<file path="src/rtl/dispense_sequencer.sv">
// dispense_sequencer: runs one vend (motor spin, IR drop detect, retry, chime, refund on failure).
// Optional build macro JAM_REVERSE_EN: drive the slot in reverse during the pause between attempts.
module dispense_sequencer #(
    parameter int MOTOR_TIMEOUT = 5000,
    parameter int MAX_RETRIES   = 2,
    parameter int SETTLE_CYCLES = 100,
    parameter int BUZZ_CYCLES   = 1000,
    parameter int DEBOUNCE      = 4
) (
    input  logic       clk,
    input  logic       reset,
    input  logic       start,
    input  logic [1:0] item_code,
    input  logic       ir_in,
    input  logic       refund_ack,
    output logic       busy,
    output logic       motor_en,
    output logic [3:0] motor_sel,
    output logic       motor_dir,
    output logic       buzzer_en,
    output logic       done,
    output logic       fail,
    output logic       refund_req,
    output logic [1:0] attempts
);

    localparam int MAX_SB  = (SETTLE_CYCLES > BUZZ_CYCLES) ? SETTLE_CYCLES : BUZZ_CYCLES;
    localparam int MAX_CNT = (MOTOR_TIMEOUT > MAX_SB) ? MOTOR_TIMEOUT : MAX_SB;
    localparam int TIMER_W = (MAX_CNT > 1) ? $clog2(MAX_CNT) : 1;
    localparam int DEB_W   = $clog2(DEBOUNCE + 1);

    localparam logic [TIMER_W-1:0] SPIN_LAST   = TIMER_W'(MOTOR_TIMEOUT - 1);
    localparam logic [TIMER_W-1:0] SETTLE_LAST = TIMER_W'(SETTLE_CYCLES - 1);
    localparam logic [TIMER_W-1:0] BUZZ_LAST   = TIMER_W'(BUZZ_CYCLES - 1);
    localparam logic [DEB_W-1:0]   DEB_MAX     = DEB_W'(DEBOUNCE);

    typedef enum logic [2:0] {
        IDLE,
        SPIN,
        SETTLE,
        CHIME,
        FAULT
    } state_t;

    state_t             state_q, state_d;
    logic [TIMER_W-1:0] timer_q, timer_d;
    logic [1:0]         attempts_q, attempts_d;
    logic [1:0]         item_q, item_d;
    logic [1:0]         sync_q, sync_d;
    logic [DEB_W-1:0]   deb_q, deb_d;
    logic               det;
    logic               retry_ok;

    logic               busy_q, busy_d;
    logic               motor_en_q, motor_en_d;
    logic [3:0]         motor_sel_q, motor_sel_d;
    logic               buzzer_en_q, buzzer_en_d;
    logic               done_q, done_d;
    logic               fail_q, fail_d;
    logic               refund_req_q, refund_req_d;
`ifdef JAM_REVERSE_EN
    logic               motor_dir_q, motor_dir_d;
`endif

    assign det      = (deb_q == DEB_MAX);
    assign retry_ok = (int'(attempts_q) < MAX_RETRIES) && (attempts_q != 2'b11);

    always_comb begin
        sync_d = {sync_q[0], ir_in};
        if (!sync_q[1]) begin
            deb_d = '0;
        end else if (deb_q == DEB_MAX) begin
            deb_d = deb_q;
        end else begin
            deb_d = deb_q + DEB_W'(1);
        end

        state_d    = state_q;
        timer_d    = timer_q;
        attempts_d = attempts_q;
        item_d     = item_q;

        case (state_q)
            IDLE: begin
                if (start) begin
                    item_d     = item_code;
                    attempts_d = '0;
                    timer_d    = '0;
                    state_d    = det ? FAULT : SPIN;
                end
            end
            SPIN: begin
                // A drop seen on the timeout cycle still counts as success.
                if (det) begin
                    state_d = CHIME;
                    timer_d = '0;
                end else if (timer_q == SPIN_LAST) begin
                    timer_d = '0;
                    if (retry_ok) begin
                        state_d    = SETTLE;
                        attempts_d = attempts_q + 2'd1;
                    end else begin
                        state_d = FAULT;
                    end
                end else begin
                    timer_d = timer_q + TIMER_W'(1);
                end
            end
            SETTLE: begin
                if (det) begin
                    state_d = CHIME;
                    timer_d = '0;
                end else if (timer_q == SETTLE_LAST) begin
                    state_d = SPIN;
                    timer_d = '0;
                end else begin
                    timer_d = timer_q + TIMER_W'(1);
                end
            end
            CHIME: begin
                if (timer_q == BUZZ_LAST) begin
                    state_d = IDLE;
                    timer_d = '0;
                end else begin
                    timer_d = timer_q + TIMER_W'(1);
                end
            end
            FAULT: begin
                if (refund_ack) begin
                    state_d = IDLE;
                end
            end
            default: state_d = IDLE;
        endcase

        // Outputs are decoded from the next state so they line up with it after the edge.
        busy_d       = (state_d != IDLE);
`ifdef JAM_REVERSE_EN
        motor_en_d   = (state_d == SPIN) || (state_d == SETTLE);
        motor_dir_d  = (state_d == SETTLE);
`else
        motor_en_d   = (state_d == SPIN);
`endif
        motor_sel_d  = motor_en_d ? (4'b0001 << item_d) : 4'b0000;
        buzzer_en_d  = (state_d == CHIME);
        done_d       = (state_d == CHIME) && (timer_d == BUZZ_LAST);
        fail_d       = (state_d == FAULT) && (state_q != FAULT);
        refund_req_d = (state_d == FAULT);
    end

    always_ff @(posedge clk or posedge reset) begin
        if (reset) begin
            state_q      <= IDLE;
            timer_q      <= '0;
            attempts_q   <= '0;
            item_q       <= '0;
            sync_q       <= '0;
            deb_q        <= '0;
            busy_q       <= 1'b0;
            motor_en_q   <= 1'b0;
            motor_sel_q  <= '0;
            buzzer_en_q  <= 1'b0;
            done_q       <= 1'b0;
            fail_q       <= 1'b0;
            refund_req_q <= 1'b0;
`ifdef JAM_REVERSE_EN
            motor_dir_q  <= 1'b0;
`endif
        end else begin
            state_q      <= state_d;
            timer_q      <= timer_d;
            attempts_q   <= attempts_d;
            item_q       <= item_d;
            sync_q       <= sync_d;
            deb_q        <= deb_d;
            busy_q       <= busy_d;
            motor_en_q   <= motor_en_d;
            motor_sel_q  <= motor_sel_d;
            buzzer_en_q  <= buzzer_en_d;
            done_q       <= done_d;
            fail_q       <= fail_d;
            refund_req_q <= refund_req_d;
`ifdef JAM_REVERSE_EN
            motor_dir_q  <= motor_dir_d;
`endif
        end
    end

    assign busy       = busy_q;
    assign motor_en   = motor_en_q;
    assign motor_sel  = motor_sel_q;
    assign buzzer_en  = buzzer_en_q;
    assign done       = done_q;
    assign fail       = fail_q;
    assign refund_req = refund_req_q;
    assign attempts   = attempts_q;
`ifdef JAM_REVERSE_EN
    assign motor_dir  = motor_dir_q;
`else
    assign motor_dir  = 1'b0;
`endif

endmodule

</file>
<file path="config.mk">
export PLATFORM = sky130hd
export DESIGN_NAME = dispense_sequencer
export DESIGN_NICKNAME = d
export VERILOG_FILES = /design/src/rtl/dispense_sequencer.sv
export SDC_FILE = /design/constraint.sdc
export NUM_CORES = 1
export LEC_CHECK = 0
export ABC_AREA = 1
export ABC_CLOCK_PERIOD_IN_PS = 2400
export CAP_MARGIN = 0
export CORE_AREA = 2 2 66 68
export DETAILED_ROUTE_END_ITERATION = 7
export DIE_AREA = 0 0 68 70
export PLACE_DENSITY = 0.71
export SKIP_LAST_GASP = 1
export SYNTH_ARGS = -nofsm -noshare
export SYNTH_HDL_FRONTEND = slang
export SYNTH_SLANG_ARGS = --single-unit
</file>
<file path="constraint.sdc">
create_clock -name clk -period 2.4 [get_ports clk]
set_input_delay 0.48 -clock clk [delete_from_list [all_inputs] [get_ports clk]]
set_output_delay 0.48 -clock clk [all_outputs]
set_load 0.05 [all_outputs]
</file>
==> results of run 1 <==
[cells in the mapped netlist]
master     n  area share
nand2_1   65        0.12
dfrtp_1   35        0.45
nor2_1    28       0.054
inv_1     27       0.052
nand3_1   22       0.056
nand2_2   12       0.038
o21ai_0   12       0.031
nor3_1     8       0.020
a21oi_1    7       0.018
nand4_1    6       0.019
inv_2      5      0.0096
ha_1       4       0.026
xor2_1     4       0.018
buf_4      2      0.0077
nor2_2     2      0.0064
nor2_4     2       0.011
nor3_2     2       0.010
or2_1      2      0.0064
a31oi_1    1      0.0032
and2_1     1      0.0032
buf_2      1      0.0026
buf_6      1      0.0057
conb_1     1      0.0019
nand3_2    1      0.0051
nor3_4     1      0.0083
nor4_1     1      0.0032
o211ai_1   1      0.0038
o21ai_1    1      0.0026
or2_2      1      0.0032
or3_1      1      0.0032
[final timing paths]
check,depth (start not counted),slack (ps),end,start
min reg2reg,0,350,sync_q[1],sync_q[0]
max reg2reg,13,340,motor_sel[1],timer_q[0]
max,13,340,motor_sel[1],timer_q[0]
max in group asynchronous,3,1520,timer_q[12],reset
min,0,350,sync_q[1],sync_q[0]
min in group asynchronous,3,570,motor_sel[0],reset
[cell families (layout without fill, tap and decap cells)]
kind of cell	count (synthesis)	after routing	synth area share
flops	35	35	0.447
other cells	1	1	0.00191
xor+xnor	4	4	0.0179
compound gates	22	22	0.0581
fa+ha+maj	4	4	0.0255
buf+inv	36	60	0.0772
simple gates	155	155	0.373
[stage by stage]
step / utilization / hold WS, ps / std cells / worst slack (ps) / area, um^2
6_report: 0.553 / 355 / 333 / 337 / 2290
5_1_grt: 0.553 / 368 / 333 / 13.2 / 2290
4_1_cts: 0.551 / 360 / 333 / 255 / 2280
3_5_place_dp: 0.528 / 342 / 325 / 265 / 2190
3_3_place_gp: 0.528 / 338 / 325 / 321 / 2190
2_1_floorplan: - / 331 / 257 / 642 / 1960
[cells in the final DEF, fill, tap and decap left out, types with 2 or more instances in the layout]
master and instances:
clkbuf_8 5, nor3_1 8, dfrtp_1 35, nor2_4 2
clkdlybuf4s50_1 18, buf_4 2, o21ai_0 12, nand4_1 6
nand3_1 22, nand2_1 65, inv_1 27, nor3_2 2
a21oi_1 7, nor2_1 28, ha_1 4, nor2_2 2
inv_2 5, or2_1 2, nand2_2 12, xor2_1 4
clkinvlp_4 2
[timing repair]
item                       in CTS  in global routing
setup endpoints to repair       0                  1
gates resized for setup         0                  1
buffers inserted                0                  0
[cell type report]
class | instances | area (um^2)
clock buffers | 5 | 68.8
clock inverters | 3 | 23.8
fillers | 402 | 1850
inverters | 32 | 120
multi-input cells | 186 | 941
flip-flops and latches | 35 | 876
well taps | 52 | 65.1
repair buffers | 20 | 195
[worst max-delay path, stage by stage, from the launching register on]
cell	delay (ps)
dfrtp_1	410
ha_1	260
nand2_1	90
inv_1	100
nand2_2	70
nor2_4	100
nand2_1	100
nand2_2	120
o21ai_0	90
nor2_1	110
nand2_1	130
nor2_2	180
inv_2	70
nor3_1	150
[flip-flops by register name, summed over array words and instances (netlist names)]
register,count
sync_q,2
state_q,3
buzzer_en,1
timer_q,13
motor_en,1
done,1
refund_req,1
deb_q,3
fail,1
attempts,2
motor_sel,4
item_q,2
busy,1
[routing by layer]
| metal | share of wire | global-route usage | up-vias |
|---|---|---|---|
| li1 | - | - | 865 |
| met1 | 0.47 | 0.295 | 792 |
| met2 | 0.46 | 0.305 | 47 |
| met3 | 0.053 | 0.0628 | 7 |
| met4 | 0.015 | 0.0711 | 0 |
| met5 | 0 | 0 | - |
[report_power, final]
group          internal, W  total, W  switching, W
clock network     0.000207  0.000441      0.000233
registers         0.000732  0.000835      0.000104
logic             0.000355   0.00114      0.000782
total              0.00129   0.00241       0.00112
==> results.cfg, run 1 <==
[clock_network]
tritoncts = yes
cts_max_path_buffers = 2
cts.clk_slew.worst_paths_ps = 80
cts-root-buf = clkbuf_8
cts_hold_buf = 0
cts_inserted_buffers = 5
clock-sinks = 35
clk_latency_ps = 300
h-tree-depth = 2

[synthesis]
ys_warn_count = 0
syn_inst = 257
seq_area_frac_synth = 0.447
synth_seq_cells = 35
synthDistinctLibCells = 30
syn-num-nets = 268
avgSynthCellArea_um2 = 7.63
synth.cell_area_um2 = 1960

[detailed_routing]
drt_drc_violations_left = 0
routed_via_density = 5.14
vias = 1711
dr.pass1.iters = 4
wire_per_inst_um = 12.3
wirelength_um = 4110
ant_nets = 0
drtIter0Drc = 110

[sta]
hold_viol = 0
rsz0062_at_grt = no
fin_skew_ps = 7.67
max_clock_freq_ghz = 0.485
tightestPinTransition_ps = 506
max_slew_margin = 0.661
setup_viol = 0
drv_slew = 0
timing.final.crit_share = 0.859
layout_min_cycle_time_ps = 2060
final.setup.tns_ps = 0

[layout]
area_delta_synth_final_pct = 16.8
insertedDiodeCount = 0
drive_gt1_frac = 0.128
num-nets-final = 291

[critical_path]
crit_type = flop to flop
cp.required_ps = 2610
arrival_ps = 2270
start_kind = flop
end_kind = flop
critical_path_peak_fanout = 5

[floorplan]
dieArea_um2 = 4760
rows = 24
core_area_um2 = 4140
io_pins = 20
start_util = 0.473
die_y_um = 70
die_w_um = 68

[placement]
port_buffers = 18
place.gp.congestion = 0.877
hpwl_um = 3080

[global_routing]
grt_max_degree = 36
antenna_found_initial = 0
gr-total-overflow = 0
grt_pass1_wl_um = 7420
grt_pass1_vias = 1659
track_usage = 0.209

[power_and_ir_drop]
leakagePower_nw = 1.12
pwr_density_cell_nw_per_um2 = 1050
fin_total_pwr_w = 0.00241
vdd.ir_drop.worst_mv = 0.801

[worst_hold_path]
hp-class = flop to flop

[status]
status = complete, no violations

[run]
cap_violations = 0
(Power assumes the default switching activity.)
==> inputs of run 2 (changes only) <==
GPL_ROUTABILITY_DRIVEN = 0   (was default)
==> results of run 2 <==
No change in the layout: final DEF, timing and power equal those of run 1.
==> inputs of run 3 (changes only) <==
CAP_MARGIN = default   (was 0)
==> results of run 3 <==
No change in the layout: final DEF, timing and power equal those of run 1.
